===== src/rtl/fp_uart_sequencer_if.sv =====
// Handshake bundle between the frame sequencer, the RX FIFO / UART transmitter and the FPU.
// Signal names match the legacy flat port list so existing wiring maps one-to-one.
interface fp_uart_sequencer_if;
   logic        rx_empty;
   logic [7:0]  rx_data;
   logic        rx_rd_en;
   logic [7:0]  tx_data;
   logic        tx_start;
   logic        tx_done_tick;
   logic [1:0]  fpu_op;
   logic [31:0] fpu_a;
   logic [31:0] fpu_b;
   logic        fpu_start;
   logic        fpu_done;
   logic [31:0] fpu_result;

   modport master (
      input  rx_empty, rx_data, tx_done_tick, fpu_done, fpu_result,
      output rx_rd_en, tx_data, tx_start, fpu_op, fpu_a, fpu_b, fpu_start
   );

   modport slave (
      output rx_empty, rx_data, tx_done_tick, fpu_done, fpu_result,
      input  rx_rd_en, tx_data, tx_start, fpu_op, fpu_a, fpu_b, fpu_start
   );
endinterface


===== src/rtl/fp_uart_sequencer.sv =====
// Frame controller: pops opcode + two 32-bit operands from the RX FIFO, runs the FPU,
// and streams the result (or a single error byte) back through the UART transmitter.
module fp_uart_sequencer #(
   parameter logic [15:0] RX_TIMEOUT  = 16'd50000,
   parameter logic [15:0] FPU_TIMEOUT = 16'd1000,
   parameter int unsigned NUM_OPS     = 4
) (
   input  logic                       clk_100MHz,
   input  logic                       reset,
   fp_uart_sequencer_if.master        bus,
   output logic                       busy,
   output logic [1:0]                 err_code,
   output logic [2:0]                 state_dbg
);

   typedef enum logic [2:0] {
      IDLE    = 3'd0,
      GET_A   = 3'd1,
      GET_B   = 3'd2,
      LAUNCH  = 3'd3,
      RUN     = 3'd4,
      SEND    = 3'd5,
      WAIT_TX = 3'd6,
      ERR_TX  = 3'd7
   } state_t;

   localparam logic [7:0] BYTE_BAD_OP = 8'hEE;
   localparam logic [7:0] BYTE_RX_TO  = 8'hED;
   localparam logic [7:0] BYTE_FPU_TO = 8'hEF;

   state_t      state_q, state_d;
   logic [1:0]  op_q, op_d;
   logic [31:0] a_q, a_d;
   logic [31:0] b_q, b_d;
   logic [31:0] res_q, res_d;
   logic [1:0]  cnt_q, cnt_d;
   logic [1:0]  idx_q, idx_d;
   logic [15:0] tmo_q, tmo_d;
   logic [1:0]  err_q, err_d;
   logic [7:0]  ebyte_q, ebyte_d;

   logic        pop;
   logic        tx_go;
   logic        launch;
   logic [7:0]  tx_byte;
   logic [15:0] tmo_inc;

   assign tmo_inc = (tmo_q == 16'hFFFF) ? tmo_q : tmo_q + 16'd1;

   always_comb begin
      state_d = state_q;
      op_d    = op_q;
      a_d     = a_q;
      b_d     = b_q;
      res_d   = res_q;
      cnt_d   = cnt_q;
      idx_d   = idx_q;
      tmo_d   = tmo_q;
      err_d   = err_q;
      ebyte_d = ebyte_q;
      pop     = 1'b0;
      tx_go   = 1'b0;
      launch  = 1'b0;
      tx_byte = '0;

      unique case (state_q)
         IDLE: begin
            if (!bus.rx_empty) begin
               pop = 1'b1;
               if (32'(bus.rx_data) < NUM_OPS) begin
                  op_d    = bus.rx_data[1:0];
                  cnt_d   = '0;
                  tmo_d   = '0;
                  state_d = GET_A;
               end else begin
                  err_d   = 2'd1;
                  ebyte_d = BYTE_BAD_OP;
                  tx_go   = 1'b1;
                  tx_byte = BYTE_BAD_OP;
                  state_d = ERR_TX;
               end
            end
         end

         // An available byte always wins over the inter-byte timeout.
         GET_A, GET_B: begin
            if (!bus.rx_empty) begin
               pop   = 1'b1;
               tmo_d = '0;
               cnt_d = cnt_q + 2'd1;
               if (state_q == GET_A) a_d = {a_q[23:0], bus.rx_data};
               else                  b_d = {b_q[23:0], bus.rx_data};
               if (cnt_q == 2'd3) state_d = (state_q == GET_A) ? GET_B : LAUNCH;
            end else if (tmo_q >= RX_TIMEOUT - 16'd1) begin
               err_d   = 2'd2;
               ebyte_d = BYTE_RX_TO;
               tx_go   = 1'b1;
               tx_byte = BYTE_RX_TO;
               a_d     = '0;
               b_d     = '0;
               state_d = ERR_TX;
            end else begin
               tmo_d = tmo_inc;
            end
         end

         LAUNCH: begin
            launch  = 1'b1;
            tmo_d   = '0;
            state_d = RUN;
         end

         RUN: begin
            if (bus.fpu_done) begin
               res_d   = bus.fpu_result;
               idx_d   = 2'd3;
               err_d   = 2'd0;
               state_d = SEND;
            end else if (tmo_q >= FPU_TIMEOUT - 16'd1) begin
               err_d   = 2'd3;
               ebyte_d = BYTE_FPU_TO;
               tx_go   = 1'b1;
               tx_byte = BYTE_FPU_TO;
               state_d = ERR_TX;
            end else begin
               tmo_d = tmo_inc;
            end
         end

         SEND: begin
            tx_go   = 1'b1;
            tx_byte = res_q[{idx_q, 3'b000} +: 8];
            state_d = WAIT_TX;
         end

         WAIT_TX: begin
            tx_byte = res_q[{idx_q, 3'b000} +: 8];
            if (bus.tx_done_tick) begin
               if (idx_q == 2'd0) begin
                  state_d = IDLE;
               end else begin
                  idx_d   = idx_q - 2'd1;
                  state_d = SEND;
               end
            end
         end

         ERR_TX: begin
            tx_byte = ebyte_q;
            if (bus.tx_done_tick) state_d = IDLE;
         end
      endcase
   end

   always_ff @(posedge clk_100MHz) begin
      if (reset) begin
         state_q <= IDLE;
         op_q    <= '0;
         a_q     <= '0;
         b_q     <= '0;
         res_q   <= '0;
         cnt_q   <= '0;
         idx_q   <= '0;
         tmo_q   <= '0;
         err_q   <= '0;
         ebyte_q <= '0;
      end else begin
         state_q <= state_d;
         op_q    <= op_d;
         a_q     <= a_d;
         b_q     <= b_d;
         res_q   <= res_d;
         cnt_q   <= cnt_d;
         idx_q   <= idx_d;
         tmo_q   <= tmo_d;
         err_q   <= err_d;
         ebyte_q <= ebyte_d;
      end
   end

   // Strobes are masked while reset is held so no pop/launch/write escapes the reset cycle.
   assign bus.rx_rd_en  = pop    & ~reset;
   assign bus.tx_start  = tx_go  & ~reset;
   assign bus.fpu_start = launch & ~reset;
   assign bus.tx_data   = reset ? '0 : tx_byte;
   assign bus.fpu_op    = op_q;
   assign bus.fpu_a     = a_q;
   assign bus.fpu_b     = b_q;
   assign busy          = (state_q != IDLE);
   assign err_code      = err_q;
   assign state_dbg     = state_q;

endmodule


===== src/flat_wrapper.sv =====
// flat-port wrapper written by rule: the top's interface ports become plain ports
module fp_uart_sequencer_flat 
#(
   parameter logic [15:0] RX_TIMEOUT  = 16'd50000,
   parameter logic [15:0] FPU_TIMEOUT = 16'd1000,
   parameter int unsigned NUM_OPS     = 4
)
  (clk_100MHz, reset, busy, err_code, state_dbg, bus_rx_empty, bus_rx_data, bus_tx_done_tick, bus_fpu_done, bus_fpu_result, bus_rx_rd_en, bus_tx_data, bus_tx_start, bus_fpu_op, bus_fpu_a, bus_fpu_b, bus_fpu_start);
  fp_uart_sequencer_if bus_i ();
  input  logic clk_100MHz;
  input  logic reset;
  output logic busy;
  output logic [1:0] err_code;
  output logic [2:0] state_dbg;
  input wire logic [$bits(bus_i.rx_empty)-1:0] bus_rx_empty;
  input wire logic [$bits(bus_i.rx_data)-1:0] bus_rx_data;
  input wire logic [$bits(bus_i.tx_done_tick)-1:0] bus_tx_done_tick;
  input wire logic [$bits(bus_i.fpu_done)-1:0] bus_fpu_done;
  input wire logic [$bits(bus_i.fpu_result)-1:0] bus_fpu_result;
  output wire logic [$bits(bus_i.rx_rd_en)-1:0] bus_rx_rd_en;
  output wire logic [$bits(bus_i.tx_data)-1:0] bus_tx_data;
  output wire logic [$bits(bus_i.tx_start)-1:0] bus_tx_start;
  output wire logic [$bits(bus_i.fpu_op)-1:0] bus_fpu_op;
  output wire logic [$bits(bus_i.fpu_a)-1:0] bus_fpu_a;
  output wire logic [$bits(bus_i.fpu_b)-1:0] bus_fpu_b;
  output wire logic [$bits(bus_i.fpu_start)-1:0] bus_fpu_start;
  assign bus_i.rx_empty = bus_rx_empty;
  assign bus_i.rx_data = bus_rx_data;
  assign bus_i.tx_done_tick = bus_tx_done_tick;
  assign bus_i.fpu_done = bus_fpu_done;
  assign bus_i.fpu_result = bus_fpu_result;
  assign bus_rx_rd_en = bus_i.rx_rd_en;
  assign bus_tx_data = bus_i.tx_data;
  assign bus_tx_start = bus_i.tx_start;
  assign bus_fpu_op = bus_i.fpu_op;
  assign bus_fpu_a = bus_i.fpu_a;
  assign bus_fpu_b = bus_i.fpu_b;
  assign bus_fpu_start = bus_i.fpu_start;
  fp_uart_sequencer #(.RX_TIMEOUT(RX_TIMEOUT), .FPU_TIMEOUT(FPU_TIMEOUT), .NUM_OPS(NUM_OPS)) u_core (.clk_100MHz(clk_100MHz), .reset(reset), .bus(bus_i), .busy(busy), .err_code(err_code), .state_dbg(state_dbg));
endmodule

===== config.mk =====
export PLATFORM = sky130hd
export DESIGN_NAME = fp_uart_sequencer_flat
export DESIGN_NICKNAME = d
export VERILOG_FILES = /design/src/rtl/fp_uart_sequencer_if.sv /design/src/rtl/fp_uart_sequencer.sv /design/src/flat_wrapper.sv
export SDC_FILE = /design/constraint.sdc
export NUM_CORES = 1
export LEC_CHECK = 0
export ABC_AREA = 1
export BUFFER_PORTS_ARGS = -buffer_cell sky130_fd_sc_hd__buf_2
export CAP_MARGIN = 20
export CORE_MARGIN = 2
export CORE_UTILIZATION = 59
export CTS_CLUSTER_DIAMETER = 40
export DETAILED_ROUTE_END_ITERATION = 8
export GPL_TIMING_DRIVEN = 0
export HOLD_SLACK_MARGIN = 0.03
export PLACE_DENSITY = 0.88
export SETUP_SLACK_MARGIN = 0.15
export SLEW_MARGIN = 5
export SYNTH_ARGS = -nofsm -noshare
export SYNTH_HDL_FRONTEND = slang
export SYNTH_SLANG_ARGS = --single-unit

===== constraint.sdc =====
create_clock -name clk_100MHz -period 4.9 [get_ports clk_100MHz]
set_input_delay 0.98 -clock clk_100MHz [delete_from_list [all_inputs] [get_ports clk_100MHz]]
set_output_delay 0.98 -clock clk_100MHz [all_outputs]
set_load 0.05 [all_outputs]

==> reports/results.txt, run 1 <==
Die Height = 105.0 um
Sequential Power Share = 0.307
CTS buffer count = 17
Rel. slew slack = 0.6044
final core occ = 0.7545
Port Buffers = 125
routed vias/inst = 5.538
Logic pwr share = 0.406
Die Width = 105.0 um
measured slew at the worst slew-check pin = 0.5933 ns
root buf cell = clkbuf_8
htree depth = 4
Syn Area/Cell = 6.840 sq um
DR pass1 iterations = 6
Synth Register Bits = 126
global-route wire length before repair = 28,900 um
Sw Pwr = 1.979 mW
DR WL met3 = 1609 um
WL final = 17,510 um
unrepaired setup endpoints after global routing = no
Layout Cells excl Fill = 1,169
Final Cycle Share = 0.7316
reg2reg start = u_core.tmo_q[0]$_SDFFE_PP0P_
Die ar. = 0.01103 sq mm
highest metal used = met4
Initial DRC Count = 521
Ports = 128
Max IR drop VDD = 0.0003921 V
Area Overhead vs Synth = 23.07%
syn nets = 928
CP required = 3.92 ns
critical path's top delay family = simple AND/OR/NAND/NOR gates
Tmin final = 3.585 ns
hold_sp = u_core.ebyte_q[6]$_SDFFE_PP0P_
Max stage delay cell, worst path = dfxtp_1
PD cells = 607.7 mW/mm^2
setup TNS = 0 ns
FP Rows = 36
met1 WL = 7246 um
worst r2r dst = u_core.bus.fpu_b[14]$_SDFFE_PP0P_
Sink Count = 126
metal2 WL = 8145 um
synthesized cell area = 0.006020 sq mm
post-synthesis cell count = 880
Leakage = 3.525 nW
routed length per instance = 14.98 um
CP max FO = 10
post-synth top area share = 0.4190
TritonCTS clock tree = done
largest area contributor in the netlist = dfxtp_1
Hold EP = u_core.ebyte_q[6]$_SDFFE_PP0P_
Slew Viols, Final = 0
critical path, cell by cell = ha_1 -> nand3_2 -> nand2_1 -> nand2_1 -> nand2_1 -> nand2_2 -> nand2_1 -> nand2_2 -> buf_6 -> nand2_1 -> o21ai_0 -> inv_1 -> buf_2
critical path startpoint category = register
reg-to-reg slack, setup = 2.82 ns
internal power = 2.523 mW
Max Cap Violations = 0
CP bufs+invs = 3
antenna violations before repair = 0
Seq/Total Area, Yosys = 0.4190
most frequent cells in the layout = nor2_1, nand2_1, buf_2
DRC = 0
total gr overflow = 0
Final HPWL DP = 12,030 um
cts hold-fix bufs = 0
CTS resizes = 0
ANT cells = 0
total track usage = 0.3257
reg2reg path depth = 12
Final Hold Fails = 0
nets@finish = 1,072
fmax = 278.9 MHz
Synth cell types = 34
WP data arrival = 2.60 ns
critical path's largest stage delay = 0.39 ns
setup bufs post-CTS = 0
Setup CP Type = reg -> out
Placed Instances = 1,138
Worst Hold Class = reg -> reg
largest net degree at the start of global routing = 17
DRT antenna net count = 0
layout cells sized above 1 = 0.2017
clock-pin slew on the worst setup and hold paths = 0.06 ns
Clock Latency Late Sink = 0.53 ns
hold path depth = 2
YS warnings = 0
Final setup viols = 0
run status = finished, final reports clean
Max Clock Skew = 0.01154 ns
Switching Fraction = 0.4396
maximum clock insertion buffer count = 2
core footprint = 0.009819 sq mm
crit-path most repeated cell = nand2_1
Initial Util = 0.6130
vias = 6,474
vias in the first global route = 6,100
synth top area cells = dfxtp_1, nor2_1, a21oi_1
most common cell after layout, fill and taps aside = nor2_1
Worst Setup End Kind = primary output
Clk network pwr share = 0.287
GP Congestion = 0.8949
==> layer usage <==
metal / track usage / vias up
met5: 0 / -
met4: 0.1514 / 0
met3: 0.06987 / 52
met2: 0.5325 / 342
met1: 0.4099 / 2924
li1: - / 3156
==> flip-flops by register name, indices dropped and copies added, names as in the netlist <==
name	cells
u_core.bus.fpu_b	32
u_core.bus.fpu_op	2
u_core.state_dbg	3
u_core.err_code	2
u_core.idx_q	2
u_core.res_q	32
u_core.cnt_q	2
u_core.tmo_q	16
u_core.bus.fpu_a	32
u_core.ebyte_q	3
==> how the worst max path moves through the flow <==
| stage | slack, ns | to | from | cells past startpoint |
|---|---|---|---|---|
| 6_report | 1.32 | bus_tx_data[5] | u_core.tmo_q[0]$_SDFFE_PP0P_ | 13 |
| 5_1_grt | 1.08 | bus_tx_data[0] | u_core.tmo_q[0]$_SDFFE_PP0P_ | 13 |
| 4_1_cts | 1.32 | bus_tx_data[5] | u_core.tmo_q[0]$_SDFFE_PP0P_ | 13 |
| 3_5_place_dp | 1.46 | bus_tx_data[6] | bus_rx_data[4] | 12 |
| 3_3_place_gp | 1.47 | bus_tx_data[6] | bus_rx_data[4] | 12 |
| 2_1_floorplan | 1.40 | bus_tx_data[4] | reset | 3 |
==> cells in the mapped netlist <==
| library cell | count |
|---|---|
| a41oi_1 | 1 |
| nand3_2 | 3 |
| inv_1 | 71 |
| a21oi_2 | 1 |
| buf_2 | 11 |
| inv_6 | 1 |
| a31oi_1 | 1 |
| buf_8 | 1 |
| dfxtp_1 | 126 |
| o21ai_1 | 8 |
| nor3b_1 | 1 |
| nor2_1 | 152 |
| a21oi_1 | 112 |
| clkbuf_1 | 26 |
| a211oi_1 | 3 |
| o22ai_1 | 1 |
| inv_2 | 6 |
| clkbuf_2 | 2 |
| nand2_2 | 9 |
| buf_6 | 8 |
| nor3_1 | 5 |
| buf_4 | 3 |
| nor2_2 | 1 |
| nand3_1 | 58 |
| o21ai_0 | 102 |
| nand2_8 | 1 |
| ha_1 | 3 |
| nor2_4 | 5 |
| nand2_4 | 1 |
| nand4_1 | 8 |
| nand2_1 | 140 |
| buf_1 | 3 |
| xor2_1 | 5 |
| clkinv_1 | 1 |
==> area by class of cell <==
cell class,count,area [sq um]
timing repair buffer,125,625.6
multi-input combinational,621,2894
clock inverter,14,182.7
tap,133,166.4
buffer,54,301.5
fill,803,2411
sequential,126,2522
clock buffer,17,414.1
inverter,79,301.5
==> logic make-up after synthesis <==
| kind of cell | Yosys count | share of synthesized area |
|---|---|---|
| and+or+nand+nor | 384 | 0.2740 |
| adders and majority gates | 3 | 0.006236 |
| AOI/OAI and AO/OA | 229 | 0.1933 |
| DFF | 126 | 0.4190 |
| buffers and inverters | 133 | 0.1002 |
| xor gates and xnor gates | 5 | 0.007275 |
==> power by group through the flow <==
stage	combinational [mW]	clock, mW	sequential [mW]
6_report	1.83	1.29	1.38
2_1_floorplan	1.01	0	1.77
3_3_place_gp	1.77	0	1.39
3_5_place_dp	1.80	0	1.39
5_1_grt	2.01	1.34	1.41
4_1_cts	1.82	1.29	1.38
==> worst min-delay path, stage by stage (launching register included) <==
cell and delay (ns):
dfxtp_1 0.31, inv_1 0.05, a21oi_1 0.05
==> through the flow <==
step | power, mW | cell area, sq um | hold slack [ns] | setup WS (ns)
floorplan | 2.784 | 6020 | 0.4245 | 1.396
global placement | 3.161 | 6812 | 0.4379 | 1.471
detailed placement | 3.192 | 6812 | 0.4414 | 1.465
CTS | 4.486 | 7408 | 0.4523 | 1.319
global route | 4.751 | 7408 | 0.4734 | 1.082
finish | 4.502 | 7408 | 0.4533 | 1.315
No activity file was read; power rests on OpenSTA's default activity.
==> run 2: changes to the inputs <==
--- a/config.mk
+++ b/config.mk
@@ -9,12 +9,12 @@
 export BUFFER_PORTS_ARGS = -buffer_cell sky130_fd_sc_hd__buf_2
 export CAP_MARGIN = 20
 export CORE_MARGIN = 2
-export CORE_UTILIZATION = 59
+export CORE_UTILIZATION = 49
 export CTS_CLUSTER_DIAMETER = 40
 export DETAILED_ROUTE_END_ITERATION = 8
 export GPL_TIMING_DRIVEN = 0
 export HOLD_SLACK_MARGIN = 0.03
-export PLACE_DENSITY = 0.88
+export PLACE_DENSITY = 0.79
 export SETUP_SLACK_MARGIN = 0.15
 export SLEW_MARGIN = 5
 export SYNTH_ARGS = -nofsm -noshare
==> constraint.sdc (replaced) <==
create_clock -name clk_100MHz -period 2.9 [get_ports clk_100MHz]
set_input_delay 0.58 -clock clk_100MHz [delete_from_list [all_inputs] [get_ports clk_100MHz]]
set_output_delay 0.58 -clock clk_100MHz [all_outputs]
set_load 0.05 [all_outputs]
==> run 2 against run 1 <==
Cell count grew 2.2%. Power grew 71%. Worst hold slack lost 0.031 ns. Global-route usage shrank 6.2 points.
==> reports/results.txt, run 2 (synthesis gave the netlist of run 1 again) <==
Ports = 128
FP Rows = 40
critical path, cell by cell = buf_6 -> nand3_1 -> nand2_2 -> nand3_1 -> a41oi_2 -> clkbuf_4
Clk network pwr share = 0.274
CP max FO = 9
worst r2r dst = u_core.bus.fpu_a[10]$_SDFFE_PP0P_
Leakage = 3.612 nW
Fill cells = 1,106
reg-to-reg slack, setup = 0.92 ns
Switching Fraction = 0.4295
WL final = 17,250 um
core footprint = 0.01201 sq mm
Max IR drop VDD = 0.0005472 V
unrepaired setup endpoints after global routing = yes
Sink Count = 126
Clock Latency Late Sink = 0.42 ns
Hold EP = u_core.bus.fpu_op[1]$_SDFFE_PP0P_
Slew Viols, Final = 0
Max Cap Violations = 0
WP data arrival = 2.08 ns
Final setup viols = 0
Sw Pwr = 3.312 mW
Worst Hold Class = in -> reg
Final HPWL DP = 12,200 um
critical path's largest stage delay = 0.35 ns
Final Cycle Share = 0.9183
reg2reg start = u_core.tmo_q[0]$_SDFFE_PP0P_
hold_sp = bus_rx_data[1]
M3 GR Usage = 0.06431
maximum clock insertion buffer count = 2
CP required = 2.32 ns
layer with the highest usage = met2
total gr overflow = 0
largest net degree at the start of global routing = 17
Die Width = 114.8 um
Tmin final = 2.663 ns
Max Clock Skew = 0.003774 ns
Area Overhead vs Synth = 27.08%
clock-pin slew on the worst setup and hold paths = 0.06 ns
Setup crit start = u_core.state_dbg[2]$_SDFFE_PP0P_
fmax = 375.5 MHz
DRT antenna net count = 0
reg2reg path depth = 14
DRC = 0
Initial DRC Count = 284
total track usage = 0.2637
global-route wire length before repair = 27,410 um
Die ar. = 0.01319 sq mm
Port Buffers = 125
Placed Area = 0.006842 sq mm
Die Height = 114.8 um
PD cells = 1008 mW/mm^2
vias = 6,348
critical path's top delay family = simple AND/OR/NAND/NOR gates
antenna violations before repair = 0
Sequential Power Share = 0.304
critical path startpoint category = register
met2 Usage GRT = 0.4217
run status = finished, final reports clean
routed length per instance = 14.44 um
TritonCTS clock tree = done
ANT cells = 0
DR pass1 iterations = 5
internal power = 4.399 mW
Logic pwr share = 0.422
measured slew at the worst slew-check pin = 0.6474 ns
Setup CP Type = reg -> out
GR Util met1 = 0.3591
root buf cell = clkbuf_16
Final Hold Fails = 0
hold path depth = 3
htree depth = 4
routed vias/inst = 5.312
CP bufs+invs = 2
Max stage delay cell, worst path = dfxtp_2
most frequent cells in the layout = nor2_1, nand2_1, buf_2
Worst Setup End Kind = primary output
CTS buffer count = 17
layout cells sized above 1 = 0.2281
Rel. slew slack = 0.5684
most common cell after layout, fill and taps aside = nor2_1
Finished Cell Area = 0.007650 sq mm
Initial Util = 0.5011
nets@finish = 1,084
setup TNS = 0 ns
crit-path most repeated cell = nand3_1
vias in the first global route = 5,597
GP Congestion = 0.9086
-- run 2: through the flow --
stage	util	instances	setup WS [ns]	hold slack [ns]	total power, mW
final	0.6369	1195	0.2370	0.4219	7.711
after CTS	0.6241	1185	0.1337	0.4168	7.564
after floorplan	-	880	0.2602	0.4245	4.709
after detailed placement	0.5696	1152	0.2437	0.4432	5.405
after global placement	0.5696	1152	0.2212	0.4366	5.365
after global routing	0.6369	1195	0.1262	0.4203	8.154
-- run 2: worst max path at each step --
stage,end,slack (ns),depth (start not counted)
5_1_grt,bus_tx_data[6],0.13,13
6_report,bus_tx_data[1],0.24,6
2_1_floorplan,bus_fpu_start,0.26,3
3_3_place_gp,bus_tx_data[6],0.22,12
4_1_cts,bus_tx_data[6],0.13,13
3_5_place_dp,bus_tx_data[6],0.24,12
-- run 2: final cells by class --
| type | count | area [sq um] | share of cell area |
|---|---|---|---|
| multi-input cells | 621 | 2959 | 0.3868 |
| flip-flops and latches | 126 | 2532 | 0.3310 |
| repair buffers | 137 | 770.7 | 0.1008 |
| clock buffers | 21 | 470.5 | 0.06150 |
| plain buffers | 54 | 315.3 | 0.04122 |
| inverters | 79 | 304.0 | 0.03974 |
| well taps | 147 | 183.9 | 0.02404 |
| clock inverters | 10 | 113.9 | 0.01488 |
-- run 2: repair_timing --
item / CTS / global route
buffers inserted: 2 / 10
hold buffers: 0 / 0
pin swaps: 1 / 5
endpoints found under the setup margin: 8 / 9
gates resized for setup: 23 / 27
-- run 2: power groups by stage --
stage | registers [mW] | logic (mW) | clock network (mW)
final | 2.34 | 3.26 | 2.11
after global routing | 2.38 | 3.57 | 2.20
after CTS | 2.33 | 3.12 | 2.11
after detailed placement | 2.36 | 3.05 | 0
after global placement | 2.36 | 3.01 | 0
after floorplan | 2.99 | 1.72 | 0
-- run 2: routing by layer --
metal,share of wire,vias up
met5,0,-
met4,0.014,0
met3,0.069,28
met2,0.46,209
met1,0.45,2932
li1,-,3179
-- run 2: worst min-delay path: stages --
cell	delay, ns
buf_2	0.10
inv_1	0.06
a211oi_1	0.06
==> run 3: changes to the inputs <==
--- a/config.mk
+++ b/config.mk
@@ -9,12 +9,12 @@
 export BUFFER_PORTS_ARGS = -buffer_cell sky130_fd_sc_hd__buf_2
 export CAP_MARGIN = 20
 export CORE_MARGIN = 2
-export CORE_UTILIZATION = 49
+export CORE_UTILIZATION = 40
 export CTS_CLUSTER_DIAMETER = 40
 export DETAILED_ROUTE_END_ITERATION = 8
 export GPL_TIMING_DRIVEN = 0
 export HOLD_SLACK_MARGIN = 0.03
-export PLACE_DENSITY = 0.79
+export PLACE_DENSITY = 0.67
 export SETUP_SLACK_MARGIN = 0.15
 export SLEW_MARGIN = 5
 export SYNTH_ARGS = -nofsm -noshare
==> run 3 against run 2 <==
Via count shrank 3.7%. Sequential cell count is the same. Clock-buffer cell count grew 3. Core utilization fell by 11 points. Routed wire length is 1.8% higher.
==> reports/results.txt, run 3 (synthesis gave the netlist of run 1 again) <==
highest metal used = met4
nets@finish = 1,078
Die Width = 126.7 um
total track usage = 0.2199
DRT antenna net count = 0
layout cells sized above 1 = 0.2224
Setup CP Type = reg -> out
Worst Hold Class = in -> reg
hold path depth = 3
WL final = 17,560 um
GP Congestion = 0.8898
Final Cycle Share = 0.9068
vias in the first global route = 5,680
run status = finished, final reports clean
Clock Latency Late Sink = 0.42 ns
fmax = 380.3 MHz
PD cells = 991.7 mW/mm^2
routed vias/inst = 4.982
Final HPWL DP = 12,950 um
Tmin final = 2.630 ns
global-route wire length before repair = 28,110 um
routed length per instance = 14.31 um
Worst Setup End Kind = primary output
ANT cells = 0
Ports = 128
unrepaired setup endpoints after global routing = yes
Die ar. = 0.01605 sq mm
Leakage = 3.581 nW
measured slew at the worst slew-check pin = 0.5914 ns
CP max FO = 7
largest net degree at the start of global routing = 17
reg2reg path depth = 15
DR pass1 iterations = 5
Tot Pwr = 7.594 mW
root buf cell = clkbuf_16
maximum clock insertion buffer count = 2
total gr overflow = 0
Fill cells = 1,558
Area Overhead vs Synth = 27.21%
Slew Viols, Final = 0
metal2 WL = 8046 um
htree depth = 4
Max Clock Skew = 0.008203 ns
most frequent cells in the layout = nor2_1, nand2_1, buf_2
Sink Count = 126
WP data arrival = 2.05 ns
multi-input combinational cell area = 0.002978 sq mm
TritonCTS clock tree = done
vias = 6,113
Final setup viols = 0
antenna violations before repair = 0
setup TNS = 0 ns
critical path startpoint category = register
DRC = 0
Max Cap Violations = 0
met1 WL = 8249 um
storage element area = 0.002531 sq mm
CTS buffer count = 17
Initial DRC Count = 335
CP required = 2.32 ns
Final Hold Fails = 0
Initial Util = 0.4111
clock-pin slew on the worst setup and hold paths = 0.05 ns
final core occ = 0.5229
most common cell after layout, fill and taps aside = nor2_1
Max IR drop VDD = 0.0005702 V
Port Buffers = 125
DR WL met3 = 1060 um
core footprint = 0.01464 sq mm
FP Rows = 44
Die Height = 126.7 um
Rel. slew slack = 0.6057
## run 3: report_power, final
group	switching [mW]	leakage [nW]	internal, mW
sequential	0.258	1.03	2.09
combinational	2.25	2.27	0.931
clock	0.771	0.279	1.29
## run 3: cell type report
cell class,instances,area share
Clock inverter,8,0.01046
Clock buffer,24,0.06552
Buffer,54,0.04216
Multi-Input combinational cell,621,0.3889
Sequential cell,126,0.3306
Inverter,79,0.03971
Timing Repair Buffer,131,0.09265
Tap cell,184,0.03007
## run 3: worst paths after layout
check,from,endpoint,slack (ns)
min,bus_fpu_result[11],u_core.res_q[11]$_SDFFE_PP0P_,0.44
min reg2reg,u_core.ebyte_q[6]$_SDFFE_PP0P_,u_core.ebyte_q[6]$_SDFFE_PP0P_,0.45
max reg2reg,u_core.tmo_q[1]$_SDFFE_PP0P_,u_core.bus.fpu_a[14]$_SDFFE_PP0P_,0.95
max,u_core.tmo_q[1]$_SDFFE_PP0P_,bus_tx_data[6],0.27
## run 3: routing by layer
layer,global-route usage,vias up
met5,0,-
met4,0.06723,0
met3,0.05146,14
met2,0.3510,178
met1,0.2973,2754
li1,-,3167
## run 3: stage by stage
stage | instances | hold slack, ns | worst slack, ns | area [sq um]
3_5_place_dp | 1189 | 0.4412 | 0.2087 | 6888
2_1_floorplan | 880 | 0.4245 | 0.2602 | 6032
4_1_cts | 1222 | 0.4305 | 0.1346 | 7545
6_report | 1227 | 0.4370 | 0.2704 | 7657
3_3_place_gp | 1189 | 0.4386 | 0.1767 | 6888
5_1_grt | 1227 | 0.4489 | 0.1430 | 7657
## run 3: critical path, stage by stage (launching register included)
cell	delay, ns
dfxtp_4	0.36
ha_4	0.18
nand3_4	0.09
nand2_2	0.05
nand2_1	0.07
nand2_2	0.07
nand2_4	0.08
nand2_1	0.06
nand2_2	0.10
buf_12	0.13
nand2_8	0.06
o21ai_1	0.16
inv_1	0.07
buf_6	0.15
## run 3: repair_timing
item | CTS | global route
buffers inserted | 1 | 5
pin swaps | 1 | 3
gates resized for setup | 28 | 24
hold buffers | 0 | 0
setup endpoints to repair | 7 | 9
